## src/rtl/fetch_stage_if.sv

```systemverilog
// rtl/fetch_stage_if.sv - fetch stage control, instruction memory and IF/ID bundle
interface fetch_stage_if;
   logic        stall;
   logic        flush;
   logic        redirect_valid;
   logic [31:0] redirect_pc;
   logic        resume;
   logic [31:0] PC;
   logic [31:0] Instr;
   logic        if_id_valid;
   logic [31:0] if_id_pc;
   logic [31:0] if_id_pc_plus4;
   logic [31:0] if_id_instr;
   logic        misalign_err;
   logic        halted;

   modport master (
      input  stall, flush, redirect_valid, redirect_pc, resume, Instr,
      output PC, if_id_valid, if_id_pc, if_id_pc_plus4, if_id_instr, misalign_err, halted
   );

   modport slave (
      output stall, flush, redirect_valid, redirect_pc, resume, Instr,
      input  PC, if_id_valid, if_id_pc, if_id_pc_plus4, if_id_instr, misalign_err, halted
   );
endinterface

```

## src/rtl/fetch_stage.sv

```systemverilog
// rtl/fetch_stage.sv - PC owner and IF/ID register with stall/flush/redirect and EBREAK halt
// Optional FETCH_PERF_CNT_EN adds saturating fetch/stall/halt counters.
module fetch_stage #(
   parameter logic [31:0] RESET_PC       = 32'h0000_0000,
   parameter bit          HALT_ON_EBREAK = 1'b1
) (
   input  logic              clk,
   input  logic              rst_n,
   fetch_stage_if.master     bus
`ifdef FETCH_PERF_CNT_EN
   ,
   output logic [31:0]       fetch_count,
   output logic [31:0]       stall_count,
   output logic [15:0]       halt_count
`endif
);

   localparam logic [31:0] NOP    = 32'h0000_0013;
   localparam logic [31:0] EBREAK = 32'h0010_0073;

   typedef enum logic [1:0] {BOOT, RUN, HALT} state_t;

   state_t      state, state_n;
   logic [31:0] pc, pc_n;
   logic        valid, valid_n;
   logic [31:0] ipc, ipc_n;
   logic [31:0] ipc4, ipc4_n;
   logic [31:0] instr, instr_n;
   logic        mis, mis_n;
   logic        cap;
   logic [31:0] pc_plus4;
   logic [31:0] redir_pc;

   assign pc_plus4 = pc + 32'd4;
   assign redir_pc = {bus.redirect_pc[31:2], 2'b00};

   always_ff @(posedge clk or negedge rst_n) begin
      if (!rst_n) begin
         state <= BOOT;
         pc    <= RESET_PC;
         valid <= 1'b0;
         ipc   <= 32'h0;
         ipc4  <= 32'h0;
         instr <= NOP;
         mis   <= 1'b0;
      end else begin
         state <= state_n;
         pc    <= pc_n;
         valid <= valid_n;
         ipc   <= ipc_n;
         ipc4  <= ipc4_n;
         instr <= instr_n;
         mis   <= mis_n;
      end
   end

   always_comb begin
      state_n = state;
      pc_n    = pc;
      valid_n = valid;
      ipc_n   = ipc;
      ipc4_n  = ipc4;
      instr_n = instr;
      mis_n   = 1'b0;
      cap     = 1'b0;
      case (state)
         BOOT: state_n = RUN;
         RUN: begin
            if (bus.redirect_valid) begin
               pc_n    = redir_pc;
               valid_n = 1'b0; ipc_n = 32'h0; ipc4_n = 32'h0; instr_n = NOP;
               mis_n   = |bus.redirect_pc[1:0];
            end else if (bus.flush) begin
               valid_n = 1'b0; ipc_n = 32'h0; ipc4_n = 32'h0; instr_n = NOP;
               if (!bus.stall) pc_n = pc_plus4;
            end else if (!bus.stall) begin
               cap     = 1'b1;
               valid_n = 1'b1;
               ipc_n   = pc;
               ipc4_n  = pc_plus4;
               instr_n = bus.Instr;
               // EBREAK is delivered to decode but the PC parks on it
               if (HALT_ON_EBREAK && bus.Instr == EBREAK) state_n = HALT;
               else                                       pc_n    = pc_plus4;
            end
         end
         HALT: begin
            valid_n = 1'b0; ipc_n = 32'h0; ipc4_n = 32'h0; instr_n = NOP;
            if (bus.redirect_valid) begin
               pc_n  = redir_pc;
               mis_n = |bus.redirect_pc[1:0];
            end else if (bus.resume) begin
               pc_n    = pc_plus4;
               state_n = RUN;
            end
         end
         default: state_n = BOOT;
      endcase
   end

   assign bus.PC             = pc;
   assign bus.if_id_valid    = valid;
   assign bus.if_id_pc       = ipc;
   assign bus.if_id_pc_plus4 = ipc4;
   assign bus.if_id_instr    = instr;
   assign bus.misalign_err   = mis;
   assign bus.halted         = (state == HALT);

`ifdef FETCH_PERF_CNT_EN
   always_ff @(posedge clk or negedge rst_n) begin
      if (!rst_n) begin
         fetch_count <= 32'h0;
         stall_count <= 32'h0;
         halt_count  <= 16'h0;
      end else begin
         if (cap && fetch_count != 32'hFFFF_FFFF) fetch_count <= fetch_count + 32'd1;
         if (state == RUN && bus.stall && !bus.redirect_valid && stall_count != 32'hFFFF_FFFF)
            stall_count <= stall_count + 32'd1;
         if (state == RUN && state_n == HALT && halt_count != 16'hFFFF)
            halt_count <= halt_count + 16'd1;
      end
   end
`endif

endmodule

```

## src/flat_wrapper.sv

```systemverilog
// flat-port wrapper written by rule: the top's interface ports become plain ports
module fetch_stage_flat 
#(
   parameter logic [31:0] RESET_PC       = 32'h0000_0000,
   parameter bit          HALT_ON_EBREAK = 1'b1
)
  (clk, rst_n, bus_stall, bus_flush, bus_redirect_valid, bus_redirect_pc, bus_resume, bus_Instr, bus_PC, bus_if_id_valid, bus_if_id_pc, bus_if_id_pc_plus4, bus_if_id_instr, bus_misalign_err, bus_halted);
  fetch_stage_if bus_i ();
  input  logic clk;
  input  logic rst_n;
  input wire logic [$bits(bus_i.stall)-1:0] bus_stall;
  input wire logic [$bits(bus_i.flush)-1:0] bus_flush;
  input wire logic [$bits(bus_i.redirect_valid)-1:0] bus_redirect_valid;
  input wire logic [$bits(bus_i.redirect_pc)-1:0] bus_redirect_pc;
  input wire logic [$bits(bus_i.resume)-1:0] bus_resume;
  input wire logic [$bits(bus_i.Instr)-1:0] bus_Instr;
  output wire logic [$bits(bus_i.PC)-1:0] bus_PC;
  output wire logic [$bits(bus_i.if_id_valid)-1:0] bus_if_id_valid;
  output wire logic [$bits(bus_i.if_id_pc)-1:0] bus_if_id_pc;
  output wire logic [$bits(bus_i.if_id_pc_plus4)-1:0] bus_if_id_pc_plus4;
  output wire logic [$bits(bus_i.if_id_instr)-1:0] bus_if_id_instr;
  output wire logic [$bits(bus_i.misalign_err)-1:0] bus_misalign_err;
  output wire logic [$bits(bus_i.halted)-1:0] bus_halted;
  assign bus_i.stall = bus_stall;
  assign bus_i.flush = bus_flush;
  assign bus_i.redirect_valid = bus_redirect_valid;
  assign bus_i.redirect_pc = bus_redirect_pc;
  assign bus_i.resume = bus_resume;
  assign bus_i.Instr = bus_Instr;
  assign bus_PC = bus_i.PC;
  assign bus_if_id_valid = bus_i.if_id_valid;
  assign bus_if_id_pc = bus_i.if_id_pc;
  assign bus_if_id_pc_plus4 = bus_i.if_id_pc_plus4;
  assign bus_if_id_instr = bus_i.if_id_instr;
  assign bus_misalign_err = bus_i.misalign_err;
  assign bus_halted = bus_i.halted;
  fetch_stage #(.RESET_PC(RESET_PC), .HALT_ON_EBREAK(HALT_ON_EBREAK)) u_core (.clk(clk), .rst_n(rst_n), .bus(bus_i));
endmodule
```

## config.mk

```make
export PLATFORM = sky130hd
export DESIGN_NAME = fetch_stage_flat
export DESIGN_NICKNAME = d
export VERILOG_FILES = /design/src/rtl/fetch_stage_if.sv /design/src/rtl/fetch_stage.sv /design/src/flat_wrapper.sv
export SDC_FILE = /design/constraint.sdc
export NUM_CORES = 1
export LEC_CHECK = 0
export CAP_MARGIN = 20
export CELL_PAD_IN_SITES_DETAIL_PLACEMENT = 2
export CELL_PAD_IN_SITES_GLOBAL_PLACEMENT = 2
export CORE_UTILIZATION = 27
export DETAILED_ROUTE_END_ITERATION = 16
export PLACE_DENSITY = 0.9
export SYNTH_ARGS = -nofsm -noshare
export SYNTH_HDL_FRONTEND = slang
export SYNTH_SLANG_ARGS = --single-unit
```

## constraint.sdc

```tcl
create_clock -name clk -period 2.4 [get_ports clk]
set_input_delay 0.48 -clock clk [delete_from_list [all_inputs] [get_ports clk]]
set_output_delay 0.48 -clock clk [all_outputs]
set_load 0.01 [all_outputs]
```

# == Word level (Yosys, flattened, before mapping) ==
# Index checks and enable logic that the tools add are counted.
# word_totals
regBits,132
input_bits,70
output_inout_bits,131
elab_cells,60
# op_classes
n_addsub,1
n_eq_ne,13
muxes,32
n_reduce_logical,7
# op_table
cell,n
2-to-1 mux 32 bit,15
one-hot mux 32 bit (2 select lines),4
"adder 32 x 3 -> 32 bit, second input constant",1
"== test 32 x 21 -> 1 bit, second input constant",1
2-to-1 mux 2 bit,6
"!= test 2 bit, second input constant",5
"!= test 4 bit, second input constant",2
"!= test 3 bit, second input constant",2
one-hot mux 2 bit (3 select lines),1
AND reduction 6 bit,1
2-to-1 mux 1 bit,5
AND reduction 4 bit,1
OR reduction 2 bit,2
"== test 2 x 1 -> 1 bit, second input constant",1
"== test 2 bit, second input constant",1
zero test 2 bit,1
"!= test 2 x 1 -> 1 bit, second input constant",1
one-hot mux 1 bit (2 select lines),1
AND reduction 2 bit,1
nonzero test 2 bit,1

# == Depth between registers and ports, before layout ==
# depth
ltp_word,6
mapped_depth,8

# == Worst setup path after synthesis ==
# No wires, ideal clock.
# synth_path
kind,reg-to-reg
from,"reg u_core.pc[2], in the netlist u_core.bus.PC[2]"
to,"reg u_core.pc[26], in the netlist u_core.bus.PC[26]"
setup_ns,0.121
t_arrival_ns,2.166
required_ns,2.279
path_slack_ns,0.113
stages_incl_launch_ff,7
path_buffers,0
synth_period_minus_slack_ns,2.287
path_cell_list,dfrtp_1 > ha_1 > nand4_1 > or4_1 > nor4_2 > a31oi_1 > o22a_1
# synth_via
elab_chain_len,6
elab_cells_between_ends,9
classes_between,add/sub: 1; mux: 8
# synth_rtl
element,line_no,source
"start, declared",fetch_stage.sv:24,"logic [31:0] pc, pc_n;"
"start signal, assigned",fetch_stage.sv:48,pc <= pc_n;
adder 32 x 3 -> 32 bit (*),fetch_stage.sv:34,assign pc_plus4 = pc + 32'd4;
2-to-1 mux 32 bit,fetch_stage.sv:83,if (HALT_ON_EBREAK && bus.Instr == EBREAK) state_n = HALT;
2-to-1 mux 32 bit,fetch_stage.sv:76,end else if (!bus.stall) begin
2-to-1 mux 32 bit,fetch_stage.sv:73,end else if (bus.flush) begin
2-to-1 mux 32 bit,fetch_stage.sv:69,if (bus.redirect_valid) begin
one-hot mux 32 bit (2 select lines) (*),fetch_stage.sv:66,case (state)
# Mark *: on every way between the ends. The rest lies on a longest branch, timed or not. The select of a mux whose other input is x is not followed.
# A chain may end at the register's enable or synchronous reset.

# == Final worst setup path ==
# layout_path
from,in bus_Instr[14]
to,"reg u_core.pc[29], in the netlist u_core.bus.PC[29]"
# layout_via
elab_chain_len,3
# layout_rtl
element,line_no,source
"start, declared",flat_wrapper.sv:16,input wire logic [$bits(bus_i.Instr)-1:0] bus_Instr;
== test 32 x 21 -> 1 bit,fetch_stage.sv:83,
!= test 4 bit (no line),n/a,
AND reduction 4 bit (no line),n/a,
# No other way between the ends.

==> results.yml <==
clocking:
  clk_pin_slew_worst_paths_ns: 0.06
  tritoncts: "built"
  clockBufferDepth: 2
  cts_root_buffer: "clkbuf_16"
  cts_max_level: 4
  cts_sinks: 126
  numCtsBuffers: 17
  ctsHoldBuffers: 0
  insertion_delay_ns: 0.43
global_route:
  gr-total-overflow: 0
  grt.total_usage: 0.2193
  antenna_found_initial: 2
  grt_max_degree: 91
  grt_pass1_wl_mm: 36.98
  first_global_vias: 6216
logic_synthesis:
  synth_xor_area_frac: 0.04171
  synth.distinct_cells: 55
  postSynthCellCount: 570
  synthMostInstantiatedCell: "dfrtp_1"
  synth_top_family_by_area: "compound AO/OA/AOI/OAI gates"
  synthAdderAreaFrac: 0.01064
  synthMuxAreaShare: 0.005320
  yosys.area_share.simple: 0.1315
  synth_ff_type: "dfrtp_1"
  synth_edf_count: 0
  syn_avg_cell_area_um2: 10.31
  ys_async_sr_fraction: 1.000
  synth_compound_area_frac: 0.2264
  yosys_register_bits: 126
  synth_area_leaders: "dfrtp_1 52%, a22o_1 9.2%, o21ai_0 4.8%"
  syn_area_um2: 5879
  yosys-top-cells-count: "123 x dfrtp_1, 62 x a22o_1, 59 x nand2_1"
  yosysTopAreaCell: "dfrtp_1"
  synth_top_area_frac: 0.5235
  yosysWarnings: 0
  synth_seq_area_share: 0.5369
critical_path:
  startpoint: "bus_Instr[14]"
  r2r_start: "u_core.bus.PC[12]"
  crit_arrival_ns: 2.65
  start_kind: "input port"
  endpoint_kind: "register"
  required_ns: 2.71
  criticalPathCategory: "input port to register"
  path_max_fanout: 25
  reg2reg_slack_ns: 0.12
place:
  dpl_cell_area_um2: 8506
  place_hpwl_mm: 16.36
  place_inst: 1049
  portBuffers: 194
  routabilityCongestion: 0.8231
floorplanning:
  core_area_um2: 21150
  die_area_um2: 22370
  die_w_um: 149.6
  initial_core_util: 0.2779
  die_h_um: 149.6
  ios: 201
  rows: 53
run:
  drv_cap: 0
power:
  peakVddDrop_mv: 0.4801
  power.total_w: 0.006610
  p_per_area_nw_per_um2: 722.2
  total_leakage_power_nw: 3.860
status:
  status: "finished with violations"
  violations: "hold timing"
timing:
  finalHoldViolCount: 9
  fin_skew_ns: 0.01157
  holdWs_ns: -0.01368
  fin_crit_ns: 2.344
  clock.fmax_mhz: 426.6
  drv_slew: 0
  fin_crit_sh: 0.9767
  rsz0062_at_grt: "false"
  setup_viol: 0
routing:
  finalWirelength_mm: 23.93
  dr.pass1.iters: 4
  antenna_left: 0
  routed-via-count: 5570
  drtIter0Drc: 195
  wl_per_cell_um: 22.14
  vias_per_cell: 5.153
  drc: 0
cells_and_area:
  seq_area_um2: 3157
  layout.cells.non_filler: 1081
  area_delta_synth_final_pct: 55.67
  multiInputGateArea_um2: 2514
  final_area_um2: 9153
  fill_cells: 2208
  drive_above_1_share: 0.1402
  nets: 868
  n_antenna_cell: 0
min_path:
  holdCritPathClass: "input port to async pin"
==> kinds of logic after synthesis <==
kind of cell    after synthesis
compound gates              187
xor+xnor                     28
fa+ha+maj                     5
buf+inv                      65
flops                       126
mux                           3
other cells                   1
simple gates                155
==> state kept, by name (all words and copies together) (netlist names) <==
name                       flops
u_core.bus.if_id_valid         1
u_core.bus.misalign_err        1
u_core.bus.if_id_pc_plus4     30
u_core.bus.PC                 30
u_core.state                   2
u_core.bus.if_id_instr        32
u_core.bus.if_id_pc           30
==> worst max-delay path, cell delays in order <==
cell             delay (ns)
clkdlybuf4s50_1        0.46
nor4_2                 0.32
buf_4                  0.18
nand4_1                0.14
buf_4                  0.19
o311a_1                0.38
buf_12                 0.18
o21a_1                 0.11
o22a_1                 0.19
==> area by class of cell <==
cell class	instances	share of cell area
clock buffer	18	0.04798
clock inverter	14	0.02078
inverter	8	0.003281
multi-input combinational	384	0.2746
sequential	126	0.3449
tap	275	0.03759
timing repair buffer	256	0.2708
==> routing by layer <==
layer	GRT usage	vias to the layer above	part of all wire	wire [um]
met5	0	-	0.00054	13
met4	0.06173	2	0.014	332
met3	0.05640	26	0.062	1480
met2	0.3884	171	0.51	12160
met1	0.2592	2849	0.42	9944
li1	-	2522	-	-
==> where the power goes <==
| part | switching [W] | internal, W |
|---|---|---|
| clock network | 0.00104 | 0.00177 |
| registers | 0.000171 | 0.00230 |
| logic | 0.000649 | 0.000684 |
| total | 0.00186 | 0.00475 |
==> what timing repair did <==
action,in CTS,in global routing
endpoints found under the setup margin,1,3
setup buffers,0,0
resized for setup,1,2
gates cloned,0,0
pin swaps,0,1
==> path summary, 6_finish.rpt <==
kind,to,depth (start not counted)
max,u_core.bus.PC[29],9
min,u_core.bus.if_id_instr[10],1
max reg2reg,u_core.bus.PC[25],5
min reg2reg,u_core.bus.if_id_pc_plus4[14],2
max in group asynchronous,u_core.bus.if_id_instr[17],2
min in group clk,u_core.bus.misalign_err,3
==> cell usage in the layout (no fill, tap or decap), types with 9 or more instances in the layout <==
cell	Yosys	final
clkbuf_16	0	17
nand4_1	11	11
nand3_1	11	11
a22oi_1	10	10
dfrtp_1	123	123
nor2_1	33	33
a22o_1	62	62
o21ai_0	56	56
buf_4	6	56
nand2_1	59	59
clkdlybuf4s50_1	0	192
nor4_1	11	9
a21oi_1	15	15
xnor2_1	21	21
==> per-stage QoR <==
step / setup TNS (ns) / setup slack, ns / utilization
5_1_grt: 0 / 0.005169 / 0.4327
2_1_floorplan: 0 / 0.1125 / -
4_1_cts: 0 / 0.05487 / 0.4322
6_report: 0 / 0.05594 / 0.4327
3_3_place_gp: -4.254 / -0.2195 / 0.4021
3_5_place_dp: -9.062 / -0.3543 / 0.4021
Note: power is estimated with default switching activity, not from simulation.
==> patch 1, RTL diff (config.mk and constraints unchanged) <==
`HALT_ON_EBREAK` is set to 1'b1 in 2 places; all go to 1'b0.
--- a/src/rtl/fetch_stage.sv
+++ b/src/rtl/fetch_stage.sv
@@ -4,3 +4,3 @@
    parameter logic [31:0] RESET_PC       = 32'h0000_0000,
-   parameter bit          HALT_ON_EBREAK = 1'b1
+   parameter bit          HALT_ON_EBREAK = 1'b0
 ) (
--- a/src/flat_wrapper.sv
+++ b/src/flat_wrapper.sv
@@ -4,3 +4,3 @@
    parameter logic [31:0] RESET_PC       = 32'h0000_0000,
-   parameter bit          HALT_ON_EBREAK = 1'b1
+   parameter bit          HALT_ON_EBREAK = 1'b0
 )
Formal check against the unedited RTL: not equivalent (Yosys sat finds a counterexample within 4 cycles, from zero or initial values and one cycle with rst_n low).
==> patch 1 against the original RTL <==
  * Cell area is 4.3% lower
  * Power is 3.1% lower
  * Worst setup slack better by 170 ps
  * Hold slack better by 30 ps
  * Routed wire length is 5.1% lower
  * Sequential power is 2% lower
  * Die area is 3.4% lower
  * Area after synthesis is 3.4% lower
  * Synthesized cell count is 3.5% lower
  * Sequential cell count is 1 lower
  * Critical path type is now reg -> reg
  * Largest power group unchanged
==> patch 1: results (changes against the original RTL) <==
vias in the first global route = 5944 (-4.4%)
CP max stage cell = dfrtp_1
IO Port Bufs = 192 (-1.0%)
via count = 5322 (-4.5%)
status = complete, no violations
uppermost layer routed = met4
met1 Track Usage GR = 27.04% (+1.1 points)
post-CTS sizing = 0 (-1)
DR WL met3 = 973 um (-34%)
CP Max Fanout = 9 (-64%)
sequential area share after synthesis = 55.14% (+1.5 points)
flip-flop count of the largest register after layout = 32 (unchanged)
maximum VDD drop = 0.3775 mV (-21%)
Sequential Power = 2.43 mW (-2%)
initial antenna violation count = 0 (-2)
GP Congestion = 0.7836 (-4.8%)
Iteration-0 DRC Markers = 204 (+4.6%)
met2 wire length = 11470 um (-5.6%)
total power = 6.408 mW (-3.1%)
layout cell share with drive strength beyond 1 = 12.19% (-1.8 points)
M2 GR Usage = 37.89% (-0.95 points)
GRT met3 Usage = 3.882% (-1.8 points)
placed insts = 1009 (-3.8%)
Worst-Skew Late Latency = 420 ps
first-pass iteration count of the detailed router = 4 (unchanged)
clock skew = 10.15 ps (-1.421 ps)
first-pass GRT wire length = 35650 um (-3.6%)
FFs w/ async S/R, synth = 100.0% (unchanged)
slowest stage delay, CP = 540 ps (+80 ps)
Netlist cell types = 51 (-7.3%)
Routed WL = 22720 um (-5.1%)
Avg Vias per Cell = 5.112 (-0.78%)
power in combinational cells = 1.27 mW (-5%)
postcts setup bufs = 0 (unchanged)
Leak Pwr = 3.716 nW (-3.7%)
Metal-1 WL = 9952 um (about the same)
Detailed Place HPWL = 15650 um (-4.4%)
Worst Path Arrival = 2520 ps (-130 ps)
Nets = 829 (-4.5%)
Synth top cells by count = 122 x dfrtp_1, 62 x nand2_1, 58 x a22o_1
GRT Total Usage = 21.62% (-0.31 points)
Post-Place Cell Area = 8153 um^2 (-4.1%)
syn avg cell area = 10.33 um^2 (+0.11%)
CTS max path bufs = 2 (unchanged)
Int Power = 4.612 mW (-2.9%)
dpl ws = 95.55 ps (+449.8 ps)
largest net degree at the start of global routing = 49 (-46%)
largest cells by area after synthesis = dfrtp_1 54%, a22o_1 8.9%, o21ai_0 4.8%
family with the most delay on the worst path = simple AND/OR/NAND/NOR gates
CTS Root Cell = clkbuf_16
[patch 1: changes by cell type in the layout (fill, tap and decap cells not counted), moves of 5 or more]
cell,unedited run,this run
nor2_1,33,13
buf_4,56,42
nand3_1,11,24
xnor2_1,21,12
xor2_1,7,16
nor4_1,9,1
nor2b_1,0,5
[patch 1: logic make-up after synthesis]
family          share of synthesized area [%]
compound gates                          20.93
xor+xnor                                4.318
fa+ha+maj                              0.2203
buf+inv                                 4.737
flops                                   55.14
mux                                    0.5288
other cells                            0.1322
simple gates                            13.99
[patch 1: worst paths after layout]
kind / end / from / slack, ps / cells past startpoint
setup reg to reg: u_core.bus.PC[31]$_DFFE_PN0P_ / u_core.bus.PC[19]$_DFFE_PN0P_ / 230 / 5
min in group clk: u_core.bus.if_id_pc_plus4[4]$_DFFE_PN0P_ / u_core.bus.if_id_pc_plus4[4]$_DFFE_PN0P_ / 480 / 2
hold / removal: u_core.bus.if_id_instr[15]$_DFFE_PN0P_ / rst_n / 20 / 1
hold reg to reg: u_core.bus.if_id_pc_plus4[4]$_DFFE_PN0P_ / u_core.bus.if_id_pc_plus4[4]$_DFFE_PN0P_ / 480 / 2
max in group asynchronous: u_core.bus.if_id_instr[27]$_DFFE_PN0P_ / rst_n / 1660 / 2
setup / recovery: u_core.bus.PC[31]$_DFFE_PN0P_ / u_core.bus.PC[19]$_DFFE_PN0P_ / 230 / 5
[patch 1: layout make-up]
| cell class | count | area, um^2 |
|---|---|---|
| Tap cell | 270 | 337.8 |
| Multi-Input combinational cell | 369 | 2327 |
| Clock buffer | 21 | 470.5 |
| Timing Repair Buffer | 239 | 2333 |
| Fill cell | 2157 | 11670 |
| Clock inverter | 11 | 140.1 |
| Sequential cell | 125 | 3132 |
| Inverter | 6 | 22.52 |
==> patch 2, RTL diff (config.mk and constraints unchanged) <==
Made on the original files. Encoding of `state_t`: now one-hot (3 bits for 3 states).
--- a/src/rtl/fetch_stage.sv
+++ b/src/rtl/fetch_stage.sv
@@ -20,3 +20,3 @@
 
-   typedef enum logic [1:0] {BOOT, RUN, HALT} state_t;
+   typedef enum logic [2:0] {BOOT = 3'b001, RUN = 3'b010, HALT = 3'b100} state_t;
 
Behaviour: no difference found for any inputs over 4 cycles, from zero or initial values and one cycle with rst_n low; so few cycles prove little.
==> patch 2 against the original RTL <==
  * Cell area increased by 0.63%
  * Largest power group unchanged
  * Sequential share of layout area increased by 0.070 points
  * Power decreased by 8.7%
  * Global-route usage decreased by 0.36 points
  * The flow finishes with violations (design-rule violations)
  * Worst setup slack improved by 84 ps
  * Clock skew decreased by 2.4 ps
  * Highest routed layer unchanged
  * Fmax increased by 3.7%
  * Area after synthesis increased by 3.5%
  * First-iteration DRC count increased by 43%
  * Clock power decreased by 11%
  * Critical endpoint is now u_core.bus.PC[13]$_DFFE_PN0P_
  * Utilization decreased by 1.3 points
  * Routed wire length increased by 1.7%
  * Sequential cell count increased by 1
  * Critical path type unchanged
==> patch 2: results (changes against the original RTL) <==
DRC = 20 (+20)
Worst Hold Class = in -> async
initial antenna violation count = 3 (+1)
clock skew = 9.206 ps (-2.361 ps)
Routed WL = 24350 um (+1.7%)
largest cells by area after synthesis = dfrtp_1 51%, a22o_1 8.5%, o21ai_0 3.5%
CP Max Fanout = 10 (-60%)
Fill cells = 2274 (+3.0%)
FF-to-FF Start = u_core.bus.PC[3]$_DFFE_PN0P_
first-pass GRT wire length = 38530 um (+4.2%)
Worst Path Arrival = 2600 ps (-50 ps)
placed insts = 1069 (+1.9%)
WHS = 23.17 ps (+36.85 ps)
sequential area share after synthesis = 52.32% (-1.4 points)
Synth top cells by count = 123 x dfrtp_1, 59 x a22o_1, 56 x nand2_1
CTS max path bufs = 2 (unchanged)
Detailed Place HPWL = 17200 um (+5.1%)
Leak Pwr = 3.904 nW (+1.1%)
GRT Total Usage = 21.56% (-0.36 points)
largest net degree at the start of global routing = 74 (-19%)
dpl ws = -390.7 ps (-36.42 ps)
postcts setup bufs = 0 (unchanged)
GP Congestion = 0.8097 (-1.6%)
CTS Root Cell = clkbuf_16
Final Max Tran Viols = 0 (unchanged)
Nets = 879 (+1.3%)
maximum VDD drop = 0.4278 mV (-11%)
flip-flop count of the largest register after layout = 32 (unchanged)
routed len/inst = 22.09 um (-0.20%)
Netlist cell types = 58 (+5.5%)
Post-Place Cell Area = 8638 um^2 (+1.6%)
H-tree levels = 4 (unchanged)
Clock Pin Slew Worst Setup and Hold Paths = 60 ps (about the same)
vias in the first global route = 6383 (+2.7%)
first-pass iteration count of the detailed router = 11 (+7)
flop-to-flop setup slack = 240 ps (+120 ps)
R2R cell count = 7 (+2)
violations in the final reports = design-rule violations
R2R Path End = u_core.bus.PC[26]$_DFFE_PN0P_
via count = 5703 (+2.4%)
status = finished with violations
layout cell share with drive strength beyond 1 = 14.27% (+0.25 points)
post-synthesis cell count = 585 (+2.6%)
fmax = 442.5 MHz (+3.7%)
Iteration-0 DRC Markers = 279 (+43%)
## patch 2: cell types whose count changed in the layout (fill, tap and decap cells not counted), sizes merged, moves of 7 or more
cell,unedited run,this run
o31ai,4,22
a31oi,2,9
o2bb2ai,7,0
clkbuf,18,25
## patch 2: stage by stage
step	util, %	setup TNS [ps]
floorplan	-	0
global placement	39.34	-4319
detailed placement	39.34	-10680
CTS	41.86	0
global route	41.94	0
finish	41.94	0
## patch 2: power by group
part / switching (mW) / internal, mW
clock network: 0.966 / 1.52
logic: 0.583 / 0.575
registers: 0.117 / 2.27
total: 1.67 / 4.37
## patch 2: area by class of cell
cell class                 instances  area, um^2  area share (%)
antenna                            2       5.005         0.05434
timing repair buffer             258        2494           27.08
clock inverter                     6       57.56          0.6249
multi-input combinational        393        2584           28.05
clock buffer                      25       495.5           5.380
inverter                          11       41.29          0.4483
sequential                       127        3183           34.56
tap                              280       350.3           3.804
## patch 2: logic make-up (layout without fill, tap and decap cells)
group | Yosys count | after routing | synth area share [%]
and+or+nand+nor | 160 | 160 | 14.05
DFF | 127 | 127 | 52.32
other | 1 | 8 | 0.06164
AOI/OAI and AO/OA | 195 | 195 | 22.83
muxes | 3 | 3 | 0.5142
xor gates and xnor gates | 28 | 28 | 4.031
adders and majority gates | 1 | 1 | 0.2056
buffers and inverters | 70 | 300 | 5.985
## patch 2: per-layer routing
layer | up-vias | track usage (%) | share of wire (%)
met5 | - | 0 | 0.045
met4 | 2 | 9.086 | 2.7
met2 | 161 | 36.78 | 50
met3 | 38 | 4.478 | 4.2
met1 | 2923 | 26.39 | 43
li1 | 2579 | - | -
## patch 2: worst max-delay path by stage
stage,start,to,cells after the start
6_report,bus_Instr[19],u_core.bus.PC[13]$_DFFE_PN0P_,8
3_5_place_dp,bus_Instr[30],u_core.bus.PC[2]$_DFFE_PN0P_,8
4_1_cts,u_core.state[1]$_DFFE_PN0P_,bus_halted,2
5_1_grt,u_core.bus.PC[3]$_DFFE_PN0P_,u_core.bus.PC[26]$_DFFE_PN0P_,7
3_3_place_gp,bus_Instr[30],u_core.bus.PC[2]$_DFFE_PN0P_,8
2_1_floorplan,u_core.bus.PC[2]$_DFFE_PN0P_,u_core.bus.PC[28]$_DFFE_PN0P_,6
## patch 2: critical path, cell delays in order
cell and delay, ps:
clkdlybuf4s50_1 440, nor4_1 410, nand4_1 240, buf_4 220, nor3_4 260, buf_4 260, nor3_1 90, o22ai_2 180
## patch 2: repair_timing
action / in CTS / in global routing
setup endpoints to repair: 0 / 8
resized for setup: 0 / 3
hold buffers: 0 / 0
